### config.mk
export PLATFORM = sky130hd
export DESIGN_NAME = wb_arb_flat
export DESIGN_NICKNAME = d
export VERILOG_FILES = /design/src/rtl/wb_arb_if.sv /design/src/rtl/wb_arb.sv /design/src/flat_wrapper.sv
export SDC_FILE = /design/constraint.sdc
export NUM_CORES = 1
export LEC_CHECK = 0
export BUFFER_PORTS_ARGS = -buffer_cell sky130_fd_sc_hd__buf_2
export CAP_MARGIN = 5
export CORE_ASPECT_RATIO = 0.7
export CORE_MARGIN = 8
export CORE_UTILIZATION = 38
export DETAILED_ROUTE_END_ITERATION = 12
export GPL_TIMING_DRIVEN = 0
export PLACE_DENSITY = 0.72
export SYNTH_ARGS = -nofsm -noshare
export SYNTH_HDL_FRONTEND = slang
export SYNTH_SLANG_ARGS = --single-unit
### constraint.sdc
create_clock -name clk -period 4.8 [get_ports clk]
set_input_delay 0.96 -clock clk [delete_from_list [all_inputs] [get_ports clk]]
set_output_delay 0.96 -clock clk [all_outputs]
set_load 0.005 [all_outputs]
### src/rtl/wb_arb_if.sv
// Write-back port bundle: pipeline write, MDU valid/ready result and register-file write.
interface wb_arb_if #(
    parameter int DATA_W = 32,
    parameter int ADDR_W = 5
);
    logic              p_wen_i;
    logic [ADDR_W-1:0] p_rd_addr_i;
    logic [DATA_W-1:0] p_rd_data_i;
    logic              m_valid_i;
    logic [ADDR_W-1:0] m_rd_addr_i;
    logic [DATA_W-1:0] m_rd_data_i;
    logic              m_ready_o;
    logic              hold_o;
    logic              regs_wen_o;
    logic [ADDR_W-1:0] rd_addr_o;
    logic [DATA_W-1:0] rd_data_o;

    // Arbiter side
    modport slave (
        input  p_wen_i, p_rd_addr_i, p_rd_data_i,
        input  m_valid_i, m_rd_addr_i, m_rd_data_i,
        output m_ready_o, hold_o, regs_wen_o, rd_addr_o, rd_data_o
    );

    // Pipeline / MDU / register-file side
    modport master (
        output p_wen_i, p_rd_addr_i, p_rd_data_i,
        output m_valid_i, m_rd_addr_i, m_rd_data_i,
        input  m_ready_o, hold_o, regs_wen_o, rd_addr_o, rd_data_o
    );
endinterface

### src/rtl/wb_arb.sv
// Write-back port arbiter: pipeline always wins, a single MDU result waits in a
// skid buffer, forces a one-cycle bubble when starved, and is squashed on WAW.
module wb_arb #(
    parameter int DATA_W     = 32,
    parameter int ADDR_W     = 5,
    parameter int STARVE_MAX = 4
) (
    input  logic      clk,
    input  logic      rstn,   // asynchronous, active-high despite the name
    wb_arb_if.slave   bus
);
    localparam logic [3:0] STARVE = 4'(STARVE_MAX);

    typedef enum logic [1:0] {IDLE, PEND, FORCE} state_t;

    state_t            state, state_nxt;
    logic              buf_valid, buf_valid_nxt;
    logic [ADDR_W-1:0] buf_addr, buf_addr_nxt;
    logic [DATA_W-1:0] buf_data, buf_data_nxt;
    logic [3:0]        wait_cnt, wait_cnt_nxt, cnt_inc;
    logic              hold, hold_nxt;
    logic              accept, squash, drop, clear;

    assign bus.m_ready_o = ~buf_valid;
    assign bus.hold_o    = hold;

    // Buffer leaves at the next edge if it writes now, targets x0, or was overtaken.
    always_comb begin
        accept  = bus.m_valid_i & ~buf_valid;
        drop    = buf_valid & (buf_addr == '0);
        squash  = buf_valid & bus.p_wen_i & (bus.p_rd_addr_i == buf_addr) & (buf_addr != '0);
        clear   = buf_valid & (~bus.p_wen_i | drop | squash);
        cnt_inc = (wait_cnt == STARVE) ? wait_cnt : wait_cnt + 4'd1;
    end

    // Next-state: buffer capture/drain, starvation counting, bubble request
    always_comb begin
        state_nxt     = state;
        buf_valid_nxt = buf_valid;
        buf_addr_nxt  = buf_addr;
        buf_data_nxt  = buf_data;
        wait_cnt_nxt  = wait_cnt;
        hold_nxt      = hold;
        case (state)
            IDLE: begin
                hold_nxt     = 1'b0;
                wait_cnt_nxt = 4'd0;
                if (accept) begin
                    buf_valid_nxt = 1'b1;
                    buf_addr_nxt  = bus.m_rd_addr_i;
                    buf_data_nxt  = bus.m_rd_data_i;
                    state_nxt     = PEND;
                end
            end
            PEND: begin
                if (clear) begin
                    buf_valid_nxt = 1'b0;
                    wait_cnt_nxt  = 4'd0;
                    state_nxt     = IDLE;
                end else begin
                    wait_cnt_nxt = cnt_inc;
                    if (cnt_inc == STARVE) begin
                        hold_nxt  = 1'b1;
                        state_nxt = FORCE;
                    end
                end
            end
            FORCE: begin
                // The pipeline honours hold, so the buffer always leaves here;
                // staying put otherwise keeps the buffer from being lost.
                if (clear) begin
                    buf_valid_nxt = 1'b0;
                    wait_cnt_nxt  = 4'd0;
                    hold_nxt      = 1'b0;
                    state_nxt     = IDLE;
                end
            end
            default: state_nxt = IDLE;
        endcase
    end

    // State and buffer registers
    always_ff @(posedge clk or posedge rstn) begin
        if (rstn) begin
            state     <= IDLE;
            buf_valid <= 1'b0;
            buf_addr  <= '0;
            buf_data  <= '0;
            wait_cnt  <= 4'd0;
            hold      <= 1'b0;
        end else begin
            state     <= state_nxt;
            buf_valid <= buf_valid_nxt;
            buf_addr  <= buf_addr_nxt;
            buf_data  <= buf_data_nxt;
            wait_cnt  <= wait_cnt_nxt;
            hold      <= hold_nxt;
        end
    end

    // Write-port mux: pipeline first, then a non-x0 buffered result, else idle
    always_comb begin
        bus.regs_wen_o = 1'b0;
        bus.rd_addr_o  = '0;
        bus.rd_data_o  = '0;
        if (!rstn) begin
            if (bus.p_wen_i) begin
                bus.regs_wen_o = 1'b1;
                bus.rd_addr_o  = bus.p_rd_addr_i;
                bus.rd_data_o  = bus.p_rd_data_i;
            end else if (buf_valid && buf_addr != '0) begin
                bus.regs_wen_o = 1'b1;
                bus.rd_addr_o  = buf_addr;
                bus.rd_data_o  = buf_data;
            end
        end
    end
endmodule

### src/flat_wrapper.sv
// flat-port wrapper written by rule: the top's interface ports become plain ports
module wb_arb_flat 
#(
    parameter int DATA_W     = 32,
    parameter int ADDR_W     = 5,
    parameter int STARVE_MAX = 4
)
  (clk, rstn, bus_p_wen_i, bus_p_rd_addr_i, bus_p_rd_data_i, bus_m_valid_i, bus_m_rd_addr_i, bus_m_rd_data_i, bus_m_ready_o, bus_hold_o, bus_regs_wen_o, bus_rd_addr_o, bus_rd_data_o);
  wb_arb_if #(.DATA_W(DATA_W), .ADDR_W(ADDR_W)) bus_i ();
  input  logic clk;
  input  logic rstn;
  input wire logic [$bits(bus_i.p_wen_i)-1:0] bus_p_wen_i;
  input wire logic [$bits(bus_i.p_rd_addr_i)-1:0] bus_p_rd_addr_i;
  input wire logic [$bits(bus_i.p_rd_data_i)-1:0] bus_p_rd_data_i;
  input wire logic [$bits(bus_i.m_valid_i)-1:0] bus_m_valid_i;
  input wire logic [$bits(bus_i.m_rd_addr_i)-1:0] bus_m_rd_addr_i;
  input wire logic [$bits(bus_i.m_rd_data_i)-1:0] bus_m_rd_data_i;
  output wire logic [$bits(bus_i.m_ready_o)-1:0] bus_m_ready_o;
  output wire logic [$bits(bus_i.hold_o)-1:0] bus_hold_o;
  output wire logic [$bits(bus_i.regs_wen_o)-1:0] bus_regs_wen_o;
  output wire logic [$bits(bus_i.rd_addr_o)-1:0] bus_rd_addr_o;
  output wire logic [$bits(bus_i.rd_data_o)-1:0] bus_rd_data_o;
  assign bus_i.p_wen_i = bus_p_wen_i;
  assign bus_i.p_rd_addr_i = bus_p_rd_addr_i;
  assign bus_i.p_rd_data_i = bus_p_rd_data_i;
  assign bus_i.m_valid_i = bus_m_valid_i;
  assign bus_i.m_rd_addr_i = bus_m_rd_addr_i;
  assign bus_i.m_rd_data_i = bus_m_rd_data_i;
  assign bus_m_ready_o = bus_i.m_ready_o;
  assign bus_hold_o = bus_i.hold_o;
  assign bus_regs_wen_o = bus_i.regs_wen_o;
  assign bus_rd_addr_o = bus_i.rd_addr_o;
  assign bus_rd_data_o = bus_i.rd_data_o;
  wb_arb #(.DATA_W(DATA_W), .ADDR_W(ADDR_W), .STARVE_MAX(STARVE_MAX)) u_core (.clk(clk), .rstn(rstn), .bus(bus_i));
endmodule
==> flow_summary.toml <==
[clocking]
ctsResizeCount = 0
cts_buffer_depth = 2
htree_levels = 2
cts.clk_slew.worst_paths_ns = 0.09
clk_latency_ns = 0.29
cts_hold_buffers = 0
post-cts-setup-buffers = 0
cts_root_buf = "clkbuf_8"
clock-sinks = 45
tritoncts = "yes"
numCtsBuffers = 5

[global_routing]
grt_antenna_before_repair = 0
grt_max_degree = 27
grt-ovfl-total = 0
grt_usage = 0.151
grt_pass1_vias = 2572
grt_pass1_wl_um = 12200

[sta]
period_minus_slack_ns = 3.51
rsz0062_at_grt = "false"
whs_ns = 0.500
fmax_mhz = 285
setup_violations = 0
fin_crit_sh = 0.732
skew_ns = 0.00426
maxSlewViolCount = 0
tightest_slew_ns = 0.786
hold_viol_final = 0
relSlewSlack = 0.476

[placed_design]
io_buffer_count = 116
gp_congestion = 0.861
post_dp_cell_area_mm2 = 0.00339
dp_hpwl_um = 6000

[die]
std_cell_rows = 25
dieWidth_um = 116
io_pins = 118
core_area_mm2 = 0.00679
die_h_um = 86.2
die_area_mm2 = 0.0100
initial_core_util = 0.394

[pwr]
switching_power_w = 0.000176
seq_power_share = 0.538
clkPwrFrac = 0.331
cellLeakagePower_nw = 1.89
comb_power_share = 0.132
peakVddDrop_mv = 0.123
swShare = 0.250
p_per_area_mw_per_mm2 = 202
internal_power_w = 0.000528

[logic_synthesis]
syn-instance-count = 250
seq_area_frac_synth = 0.421
yosysWarnings = 0
synth-edff-count = 0
async_reset_ff_frac = 1.00
syn-num-nets = 334
synth-seq-cells = 45
avgSynthCellArea_um2 = 10.7
synth_cell_type_count = 38
synthFlopType = "dfrtp_1"
synthesis.area_mm2 = 0.00268

[worst_hold_path]
hp-class = "register to register"
holdPathStages = 1
hold_start = "u_core.buf_data[28]$_DFFE_PP0P_"

[drt]
via_per_inst = 4.91
drcViolationCount = 0
detail_route.wirelength_um = 7370
num_vias = 2304
dr.pass1.iters = 4
drtIter0Drc = 69
wl_per_cell_um = 15.7
ant_nets = 0

[setup_path]
critPathLaunchType = "input port"
cp-end-kind = "output port"
criticalPathCategory = "input port to output port"
path_common_cell = "buf_2"
path_max_fanout = 26
cp_data_required_time_ns = 3.84
cp.arrival_ns = 2.55
max_stage_delay_ns = 0.37
reg2reg_from = "u_core.wait_cnt[0]$_DFFE_PP0P_"
worst-r2r-cell-count = 7
worst_path_max_delay_cell = "inv_2"
worstPathCellList = "buf_2 > inv_2 > buf_12 > o21ai_1 > buf_2 > nor2_1 > buf_2"
critPathLaunch = "rstn"

[cells_and_area]
final_cell_mix = "buf_2, nor2_1, dfrtp_1"
design_area_mm2 = 0.00348
final_common_cell = "buf_2"
nets = 458
area_delta_synth_final_pct = 30.0
diodes = 0
drive_above_1_share = 0.459

[job]
cap_violations = 0

[outcome]
status = "completed"
-- logic make-up (layout without fill, tap and decap cells) --
| kind of cell | count (synthesis) | in the layout | synth area share |
|---|---|---|---|
| compound gates | 30 | 30 | 0.0944 |
| xor+xnor | 5 | 5 | 0.0164 |
| fa+ha+maj | 6 | 6 | 0.0280 |
| buf+inv | 24 | 149 | 0.0369 |
| flops | 45 | 45 | 0.421 |
| mux | 72 | 72 | 0.289 |
| simple gates | 68 | 68 | 0.115 |
-- layer usage --
metal / vias to the layer above / GRT usage / part of all wire
met4: 0 / 0.0445 / 0.0056
met2: 104 / 0.236 / 0.44
met5: - / 0 / 0
li1: 1113 / - / -
met1: 1085 / 0.196 / 0.45
met3: 2 / 0.0465 / 0.10
-- Yosys cell counts, types with 2 or more instances --
cell type,instances,area (um2)
a21oi_1,9,45.0
a22o_1,2,17.5
a31oi_1,4,25.0
buf_1,2,7.51
buf_2,7,35.0
clkbuf_1,3,11.3
dfrtp_1,45,1130
ha_1,6,75.1
inv_1,11,41.3
mux2_1,8,90.1
mux2_2,30,338
mux2i_1,33,330
nand2_1,7,26.3
nand2b_1,2,12.5
nand3_1,3,15.0
nor2_1,48,180
o211ai_1,2,15.0
o21ai_0,3,15.0
o221ai_4,2,52.6
xnor2_1,5,43.8
-- power by group through the flow --
stage	combinational (W)	clock [W]	sequential, W
3_5_place_dp	0.0000941	0	0.000386
5_1_grt	0.000104	0.000261	0.000379
3_3_place_gp	0.0000897	0	0.000386
4_1_cts	0.0000946	0.000244	0.000379
6_report	0.0000926	0.000233	0.000379
2_1_floorplan	0.0000414	0	0.000386
-- state kept, by name (all words and copies together), names as in the netlist --
register and count:
u_core.buf_data 32, u_core.state 2, u_core.buf_addr 5, u_core.wait_cnt 4, u_core.buf_valid 1, u_core.bus.hold_o 1
-- worst max-delay path: cells and delay by family --
family / cells / cell delay [ns]
simple gates: 1 / 0.13
compound gates: 1 / 0.27
buf+inv: 5 / 1.18
-- through the flow --
stage,util,std cells,power [W],setup WS (ns),TNS (ns)
final,0.512,469,0.000704,1.29,0
after detailed placement,0.500,461,0.000480,1.26,0
after CTS,0.512,469,0.000717,1.23,0
after floorplan,-,250,0.000428,1.21,0
after global routing,0.512,469,0.000744,1.05,0
after global placement,0.497,460,0.000476,-0.0120,-0.101
-- worst paths after layout --
check                      slack (ns)                         endpoint
max                              1.29                bus_rd_data_o[20]
min                              0.50  u_core.buf_data[28]$_DFFE_PP0P_
max reg2reg                      2.66      u_core.state[0]$_DFFE_PP0P_
min reg2reg                      0.50  u_core.buf_data[28]$_DFFE_PP0P_
max in group asynchronous        3.56  u_core.buf_data[20]$_DFFE_PP0P_
min in group asynchronous        0.74   u_core.buf_data[4]$_DFFE_PP0P_
-- cell type report --
cell class	count	area [um2]
fillers	651	3310
flip-flops and latches	45	1130
multi-input cells	181	1450
repair buffers	117	601
clock inverters	1	7.51
inverters	12	45.0
clock buffers	7	76.3
well taps	94	118
plain buffers	12	53.8
Power figures use the tool's default switching activity.
